--- src/rtl/sdram_arb_pkg.sv ---
// sdram_arb_pkg
// Shared definitions for the SDRAM command arbiter: one-hot state
// encodings, the state vector width and the FSM state type.
package sdram_arb_pkg;

    localparam int unsigned ST_W = 5;

    localparam logic [ST_W-1:0] ST_IDLE  = 5'b00001;
    localparam logic [ST_W-1:0] ST_INIT  = 5'b00010;
    localparam logic [ST_W-1:0] ST_ARBIT = 5'b00100;
    localparam logic [ST_W-1:0] ST_AREF  = 5'b01000;
    localparam logic [ST_W-1:0] ST_OP    = 5'b10000;

    typedef enum logic [ST_W-1:0] {
        S_IDLE  = ST_IDLE,
        S_INIT  = ST_INIT,
        S_ARBIT = ST_ARBIT,
        S_AREF  = ST_AREF,
        S_OP    = ST_OP
    } state_t;

endpackage

--- src/rtl/sdram_arb_rr_if.sv ---
// sdram_arb_rr_if
// Bundles the arbiter's request/handshake signals.
//   master : requester side (init block, refresh timer, user ports, sequencer)
//   slave  : arbiter side
// Signals:
//   key, flag_init_end, ref_req, port_req[NUM_PORTS], flag_ref_end,
//   flag_op_end                       -> towards the arbiter
//   ref_en, op_en, grant[NUM_PORTS], state[5], err_timeout -> from the arbiter
interface sdram_arb_rr_if
    import sdram_arb_pkg::*;
#(
    parameter int unsigned NUM_PORTS = 4
);
    logic                 key;
    logic                 flag_init_end;
    logic                 ref_req;
    logic [NUM_PORTS-1:0] port_req;
    logic                 flag_ref_end;
    logic                 flag_op_end;
    logic                 ref_en;
    logic                 op_en;
    logic [NUM_PORTS-1:0] grant;
    logic [ST_W-1:0]      state;
    logic                 err_timeout;

    modport master (
        output key, flag_init_end, ref_req, port_req, flag_ref_end, flag_op_end,
        input  ref_en, op_en, grant, state, err_timeout
    );

    modport slave (
        input  key, flag_init_end, ref_req, port_req, flag_ref_end, flag_op_end,
        output ref_en, op_en, grant, state, err_timeout
    );
endinterface

--- src/rtl/sdram_rr_pick.sv ---
// sdram_rr_pick
// Combinational rotating priority encoder: returns the first set bit of
// i_pend searching upward from i_ptr (wrapping) as a one-hot vector.
// Ports:
//   i_pend  [NUM_PORTS] pending requests
//   i_ptr   [PTR_W]     search start index (tie to 0 for fixed priority)
//   o_win   [NUM_PORTS] one-hot winner (0 when nothing pending)
//   o_valid             at least one request pending
module sdram_rr_pick #(
    parameter int unsigned NUM_PORTS = 4,
    parameter int unsigned PTR_W     = 2
)(
    input  logic [NUM_PORTS-1:0] i_pend,
    input  logic [PTR_W-1:0]     i_ptr,
    output logic [NUM_PORTS-1:0] o_win,
    output logic                 o_valid
);
    logic [NUM_PORTS-1:0] w_rot;
    logic [NUM_PORTS-1:0] w_rot_oh;
    logic                 w_found;

    // Rotate right by ptr so the search always starts at bit 0, pick the
    // lowest set bit, then rotate the one-hot result back left by ptr.
    assign w_rot = (i_pend >> i_ptr) | (i_pend << (NUM_PORTS - 32'(i_ptr)));

    always_comb begin
        w_rot_oh = '0;
        w_found  = 1'b0;
        for (int unsigned i = 0; i < NUM_PORTS; i++) begin
            if (!w_found && w_rot[i]) begin
                w_rot_oh[i] = 1'b1;
                w_found     = 1'b1;
            end
        end
    end

    assign o_win   = (w_rot_oh << i_ptr) | (w_rot_oh >> (NUM_PORTS - 32'(i_ptr)));
    assign o_valid = |i_pend;

endmodule

--- src/rtl/sdram_arb_rr.sv ---
// sdram_arb_rr
// SDRAM command arbiter between init, auto-refresh and NUM_PORTS user
// ports. After init it grants one activity at a time; refresh always wins
// an arbitration point; ports share the bus through a rotating pointer.
// A watchdog aborts a grant that never reports completion.
// Configuration macro: ARB_ROUND_ROBIN_EN
//   defined   : rotating-priority port selection
//   undefined : fixed priority, lowest pending index wins
// Ports:
//   sclk     system clock (rising edge)
//   s_rst_n  asynchronous active-low reset
//   bus      sdram_arb_rr_if.slave (requests in; ref_en, op_en, grant,
//            state, err_timeout out -- all registered)
module sdram_arb_rr
    import sdram_arb_pkg::*;
#(
    parameter int unsigned NUM_PORTS = 4,
    parameter int unsigned TIMEOUT   = 1023,
    parameter int unsigned TO_W      = 10
)(
    input  logic          sclk,
    input  logic          s_rst_n,
    sdram_arb_rr_if.slave bus
);
    localparam int unsigned PTR_W = $clog2(NUM_PORTS);

    state_t               r_state, w_nxt_state;
    logic                 r_ref_en, w_ref_en;
    logic                 r_op_en, w_op_en;
    logic                 r_err, w_err;
    logic [NUM_PORTS-1:0] r_grant, w_grant;
    logic [NUM_PORTS-1:0] r_pend, w_pend;
    logic [NUM_PORTS-1:0] w_clr;
    logic [NUM_PORTS-1:0] w_win;
    logic                 w_valid;
    logic [TO_W-1:0]      r_cnt, w_cnt;
    logic                 w_expire;
    logic [PTR_W-1:0]     w_ptr;

`ifdef ARB_ROUND_ROBIN_EN
    logic [PTR_W-1:0] r_ptr, w_nxt_ptr;

    assign w_ptr = r_ptr;

    always_comb begin
        w_nxt_ptr = r_ptr;
        if (w_op_en) begin
            for (int unsigned i = 0; i < NUM_PORTS; i++) begin
                if (w_win[i]) begin
                    w_nxt_ptr = (i == NUM_PORTS - 1) ? '0 : PTR_W'(i + 1);
                end
            end
        end
    end

    always_ff @(posedge sclk or negedge s_rst_n) begin
        if (!s_rst_n) begin
            r_ptr <= '0;
        end else begin
            r_ptr <= w_nxt_ptr;
        end
    end
`else
    assign w_ptr = '0;
`endif

    sdram_rr_pick #(
        .NUM_PORTS (NUM_PORTS),
        .PTR_W     (PTR_W)
    ) u_pick (
        .i_pend  (r_pend),
        .i_ptr   (w_ptr),
        .o_win   (w_win),
        .o_valid (w_valid)
    );

    // Counter is 0 on the first cycle in AREF/OP, so the abort edge lands
    // exactly TIMEOUT cycles after the entry edge.
    assign w_expire = (r_cnt == TO_W'(TIMEOUT - 1));

    always_comb begin
        w_nxt_state = r_state;
        w_ref_en    = 1'b0;
        w_op_en     = 1'b0;
        w_err       = 1'b0;
        w_grant     = r_grant;
        w_clr       = '0;
        w_cnt       = '0;
        case (r_state)
            S_IDLE: begin
                if (bus.key) w_nxt_state = S_INIT;
            end
            S_INIT: begin
                if (bus.flag_init_end) w_nxt_state = S_ARBIT;
            end
            S_ARBIT: begin
                if (bus.ref_req) begin
                    w_nxt_state = S_AREF;
                    w_ref_en    = 1'b1;
                end else if (w_valid) begin
                    w_nxt_state = S_OP;
                    w_op_en     = 1'b1;
                    w_grant     = w_win;
                    w_clr       = w_win;
                end
            end
            S_AREF: begin
                w_cnt = r_cnt + 1'b1;
                if (bus.flag_ref_end) begin
                    w_nxt_state = S_ARBIT;
                end else if (w_expire) begin
                    w_nxt_state = S_ARBIT;
                    w_err       = 1'b1;
                end
            end
            S_OP: begin
                w_cnt = r_cnt + 1'b1;
                if (bus.flag_op_end) begin
                    w_nxt_state = S_ARBIT;
                    w_grant     = '0;
                end else if (w_expire) begin
                    w_nxt_state = S_ARBIT;
                    w_err       = 1'b1;
                    w_grant     = '0;
                end
            end
            default: begin
                w_nxt_state = S_IDLE;
                w_grant     = '0;
            end
        endcase
        // Grant clear beats a same-cycle request on that port only.
        w_pend = (r_pend | bus.port_req) & ~w_clr;
    end

    always_ff @(posedge sclk or negedge s_rst_n) begin
        if (!s_rst_n) begin
            r_state  <= S_IDLE;
            r_ref_en <= 1'b0;
            r_op_en  <= 1'b0;
            r_err    <= 1'b0;
            r_grant  <= '0;
            r_pend   <= '0;
            r_cnt    <= '0;
        end else begin
            r_state  <= w_nxt_state;
            r_ref_en <= w_ref_en;
            r_op_en  <= w_op_en;
            r_err    <= w_err;
            r_grant  <= w_grant;
            r_pend   <= w_pend;
            r_cnt    <= w_cnt;
        end
    end

    assign bus.ref_en      = r_ref_en;
    assign bus.op_en       = r_op_en;
    assign bus.err_timeout = r_err;
    assign bus.grant       = r_grant;
    assign bus.state       = r_state;

endmodule

--- src/flat_wrapper.sv ---
// flat-port wrapper written by rule: the top's interface ports become plain ports
module sdram_arb_rr_flat import sdram_arb_pkg::*;
#(
    parameter int unsigned NUM_PORTS = 4,
    parameter int unsigned TIMEOUT   = 1023,
    parameter int unsigned TO_W      = 10
)
  (sclk, s_rst_n, bus_key, bus_flag_init_end, bus_ref_req, bus_port_req, bus_flag_ref_end, bus_flag_op_end, bus_ref_en, bus_op_en, bus_grant, bus_state, bus_err_timeout);
  sdram_arb_rr_if #(.NUM_PORTS(NUM_PORTS)) bus_i ();
  input  logic sclk;
  input  logic s_rst_n;
  input wire logic [$bits(bus_i.key)-1:0] bus_key;
  input wire logic [$bits(bus_i.flag_init_end)-1:0] bus_flag_init_end;
  input wire logic [$bits(bus_i.ref_req)-1:0] bus_ref_req;
  input wire logic [$bits(bus_i.port_req)-1:0] bus_port_req;
  input wire logic [$bits(bus_i.flag_ref_end)-1:0] bus_flag_ref_end;
  input wire logic [$bits(bus_i.flag_op_end)-1:0] bus_flag_op_end;
  output wire logic [$bits(bus_i.ref_en)-1:0] bus_ref_en;
  output wire logic [$bits(bus_i.op_en)-1:0] bus_op_en;
  output wire logic [$bits(bus_i.grant)-1:0] bus_grant;
  output wire logic [$bits(bus_i.state)-1:0] bus_state;
  output wire logic [$bits(bus_i.err_timeout)-1:0] bus_err_timeout;
  assign bus_i.key = bus_key;
  assign bus_i.flag_init_end = bus_flag_init_end;
  assign bus_i.ref_req = bus_ref_req;
  assign bus_i.port_req = bus_port_req;
  assign bus_i.flag_ref_end = bus_flag_ref_end;
  assign bus_i.flag_op_end = bus_flag_op_end;
  assign bus_ref_en = bus_i.ref_en;
  assign bus_op_en = bus_i.op_en;
  assign bus_grant = bus_i.grant;
  assign bus_state = bus_i.state;
  assign bus_err_timeout = bus_i.err_timeout;
  sdram_arb_rr #(.NUM_PORTS(NUM_PORTS), .TIMEOUT(TIMEOUT), .TO_W(TO_W)) u_core (.sclk(sclk), .s_rst_n(s_rst_n), .bus(bus_i));
endmodule
--- config.mk ---
export PLATFORM = sky130hd
export DESIGN_NAME = sdram_arb_rr_flat
export DESIGN_NICKNAME = d
export VERILOG_FILES = /design/src/rtl/sdram_arb_pkg.sv /design/src/rtl/sdram_arb_rr_if.sv /design/src/rtl/sdram_rr_pick.sv /design/src/rtl/sdram_arb_rr.sv /design/src/flat_wrapper.sv
export SDC_FILE = /design/constraint.sdc
export NUM_CORES = 1
export LEC_CHECK = 0
export ABC_AREA = 1
export CAP_MARGIN = 15
export CORE_MARGIN = 3
export CORE_UTILIZATION = 45
export DETAILED_ROUTE_END_ITERATION = 16
export DONT_BUFFER_PORTS = 1
export GPL_TIMING_DRIVEN = 0
export PLACE_DENSITY = 0.67
export SLEW_MARGIN = 25
export SYNTH_ARGS = -nofsm -noshare
export SYNTH_HDL_FRONTEND = slang
export SYNTH_SLANG_ARGS = --single-unit
--- constraint.sdc ---
create_clock -name sclk -period 1.6 [get_ports sclk]
set_clock_uncertainty 0.1 [all_clocks]
set_input_delay 0.32 -clock sclk [delete_from_list [all_inputs] [get_ports sclk]]
set_output_delay 0.32 -clock sclk [all_outputs]
set_load 0.02 [all_outputs]
==> results.md <==
* Global-route wire length before repair at 4.21 mm
* Fin. Hold Viols at 0
* Adder-cell share of the synthesized area at 0.0192
* ANT nets after route at 0
* YS warnings at 0
* Clock net sink count at 26
* Worst vdd ir at 0.000995 V
* Die height at 59.8 µm
* Met2 usage at 0.238
* Worst Hold Class: input pin to flop
* Syn_nets at 168
* Ys async rst share at 1.00
* Share of layout cells above drive strength 1 at 0.213
* Cell count after synthesis at 155
* PD cells at 1010 nW/µm²
* R2R Path Start: u_core.bus.state[0]$_DFFE_PN1P_
* Cell with the most instances after synthesis: nand2_1
* Met3 Use GR at 0.0367
* Post-synth EDFFs at 0
* Share of the synthesized area in the top cell type at 0.480
* Commonest cells in the netlist: nand2_1, dfrtp_1, inv_1
* Layout fillers at 253
* Worst-Margin Slew at 0.266 ns
* Largest family of logic cells by synthesized area: simple AND/OR/NAND/NOR gates
* Synthesis-to-layout area growth at 13.6%
* Syn Area/Cell at 8.41 µm²
* Crit. End Element: flop
* GRT Max-Usage Layer: met2
* Root buffer cell: clkbuf_4
* H-Tree Depth at 1
* Unique masters post-synth at 27
* Type of origin of the critical path: flop
* Rel. slew slack at 0.823
* Min Tclk post-route at 1.58 ns
* Wire per inst at 13.0 µm
* Clk buf depth at 2
* Post-synthesis xor/xnor area fraction at 0.00672
* Critical path class: flop to flop
* Vias in the first global route at 1,019
* Floorplan core area at 2610 µm²
* Core Util, Final at 0.567
* CP max stage delay at 0.66 ns
* Nets at 178
* Grt total ovfl at 0
* Number of remaining DRC errors at 0
* Mapped cell area at 1300 µm²
* Synth area leaders: dfrtp_1, nand2_1, inv_1
* Cell taking the most area after synthesis: dfrtp_1
* Dpl hpwl at 1.85 mm
* Power Total at 1.50 mW
* Via density at 5.23
* Skew-Pair Late Insertion Delay at 0.32 ns
* WP data arrival at 1.71 ns
* Hold path startpoint: bus_port_req[3]
* Worst-path cell chain: nor2_4 -> nand3_1 -> clkinv_1 -> nand3_4 -> nand3_4 -> nand2_2 -> nand2_2
* GPL Wtd Cong at 0.876
* Required @ worst endpoint at 1.73 ns
* Via count at 1,014
* Worst Setup SP: u_core.bus.state[0]$_DFFE_PN1P_
* DRT iter0 DRCs at 46
* Seq cells post-synth at 26
* Starting Density at 0.499
* Post-synthesis compound-gate area fraction at 0.0749
* Final WL at 2.52 mm
* ANT cells at 0
* Sequential fraction of the synthesis area at 0.500
* Max_cap viols at 0
* Final Max Slew Viols at 0
* Crit share post-route at 0.986
* Die area at 3580 µm²
* P_leak at 0.667 nW
* Slowest cell on crit path: dfstp_2
* Num ports at 23
* Post-Synth Simple-Gate Area at 0.324
* Status: finished, final reports clean
* Port bufs at 0
* Total CTS buffers at 3
* Drt pass-1 iters at 4
* # setup viols final at 0
* GR Util met1 at 0.215
* Die width at 59.8 µm
* Multiplexer share of the synthesized area at 0
* CP Max Fanout at 4
* Overall Global Routing Usage at 0.156
* Reg clk slew, reported paths at 0.14 ns
* TritonCTS clock tree: built
* Initial antenna violation count at 0
* Fmax at 634 MHz
* RSZ-0062 raised after global routing: true
* Largest net degree at the start of global routing at 27
* Ys flop type: dfrtp_1
* Row count at 18
-- stage by stage --
step                      setup slack (ns)  hold slack [ns]  setup TNS [ns]  instance area, µm²  std cells
after global placement              0.0758          -0.0747               0                1340        185
after CTS                           0.0156          0.00197               0                1430        193
after floorplan                      0.197          -0.0756               0                1300        155
after detailed placement            0.0385          -0.0747               0                1340        185
after global routing               -0.0653          0.00219          -0.291                1480        194
final                               0.0218           0.0149               0                1480        194
-- registers in the layout, indices dropped and copies added, names as in the netlist --
register / cells
u_core.r_cnt: 10
u_core.bus.state: 5
u_core.bus.grant: 4
u_core.r_pend: 4
u_core.bus.err_timeout: 1
u_core.bus.op_en: 1
u_core.bus.ref_en: 1
-- cell type report --
| class | count | area [µm²] | share of cell area |
|---|---|---|---|
| repair buffers | 5 | 57.6 | 0.0389 |
| multi-input cells | 103 | 597 | 0.403 |
| flip-flops and latches | 26 | 656 | 0.443 |
| inverters | 26 | 97.6 | 0.0659 |
| well taps | 30 | 37.5 | 0.0253 |
| clock buffers | 4 | 36.3 | 0.0245 |
-- cells in the final DEF, fill, tap and decap left out --
cell type and count:
nand2_1 24, inv_1 22, dfrtp_1 22, nor2_1 13
nor3_1 9, nand3_1 8, nand2_2 8, nor2_2 7
a21oi_1 6, nand4_1 5, o21a_1 3, o21ai_0 3
clkbuf_4 3, dlygate4sd3_1 3, dfrtp_2 3, nor2_4 2
inv_2 2, clkinv_1 2, nand3_4 2, o21ai_1 2
nand4_4 1, nand4_2 1, nor4_1 1, a31oi_1 1
nand3_2 1, xor2_1 1, o22ai_1 1, o21bai_1 1
and2_1 1, ha_2 1, ha_1 1, clkbuf_8 1
buf_12 1, buf_4 1, dfstp_2 1
-- worst paths after layout --
path | depth (start not counted) | slack [ns] | to
worst max-delay path | 7 | 0.02 | u_core.bus.grant[1]$_DFFE_PN0P_
worst max register to register | 7 | 0.02 | u_core.bus.grant[1]$_DFFE_PN0P_
worst min register to register | 1 | 0.42 | u_core.r_pend[2]$_DFF_PN0_
min in group asynchronous | 2 | 0.31 | u_core.bus.state[3]$_DFFE_PN0P_
max in group asynchronous | 2 | 0.85 | u_core.bus.state[0]$_DFFE_PN1P_
worst min-delay path | 1 | 0.01 | u_core.r_pend[3]$_DFF_PN0_
-- power breakdown --
part           leakage [nW]  internal, mW  switching [mW]
logic                 0.313         0.133           0.220
registers             0.333         0.712           0.101
clock network        0.0210         0.139           0.197
-- routing by layer --
layer / wire (µm) / share of wire / vias to the layer above
met2: 1160 / 0.46 / 18
met4: 14 / 0.0055 / 0
li1: - / - / 520
met3: 138 / 0.055 / 2
met1: 1210 / 0.48 / 474
met5: 0 / 0 / -
-- what timing repair did --
| action | CTS | global route |
|---|---|---|
| gates resized for setup | 0 | 16 |
| hold buffers | 4 | 0 |
| endpoints found under the hold margin | 28 | 0 |
| buffers inserted | 0 | 1 |
| setup endpoints to repair | 0 | 9 |
-- worst max-delay path, delay by kind of cell (launching register included) --
family                 cells  cell delay, ns
AND/OR/NAND/NOR            6            0.57
buffers and inverters      1            0.16
flip-flops                 1            0.66
-- cells by family after synthesis --
family | count (synthesis)
compound gates | 17
xor+xnor | 1
fa+ha+maj | 2
buf+inv | 26
flops | 26
simple gates | 83
(Power assumes the default switching activity.)
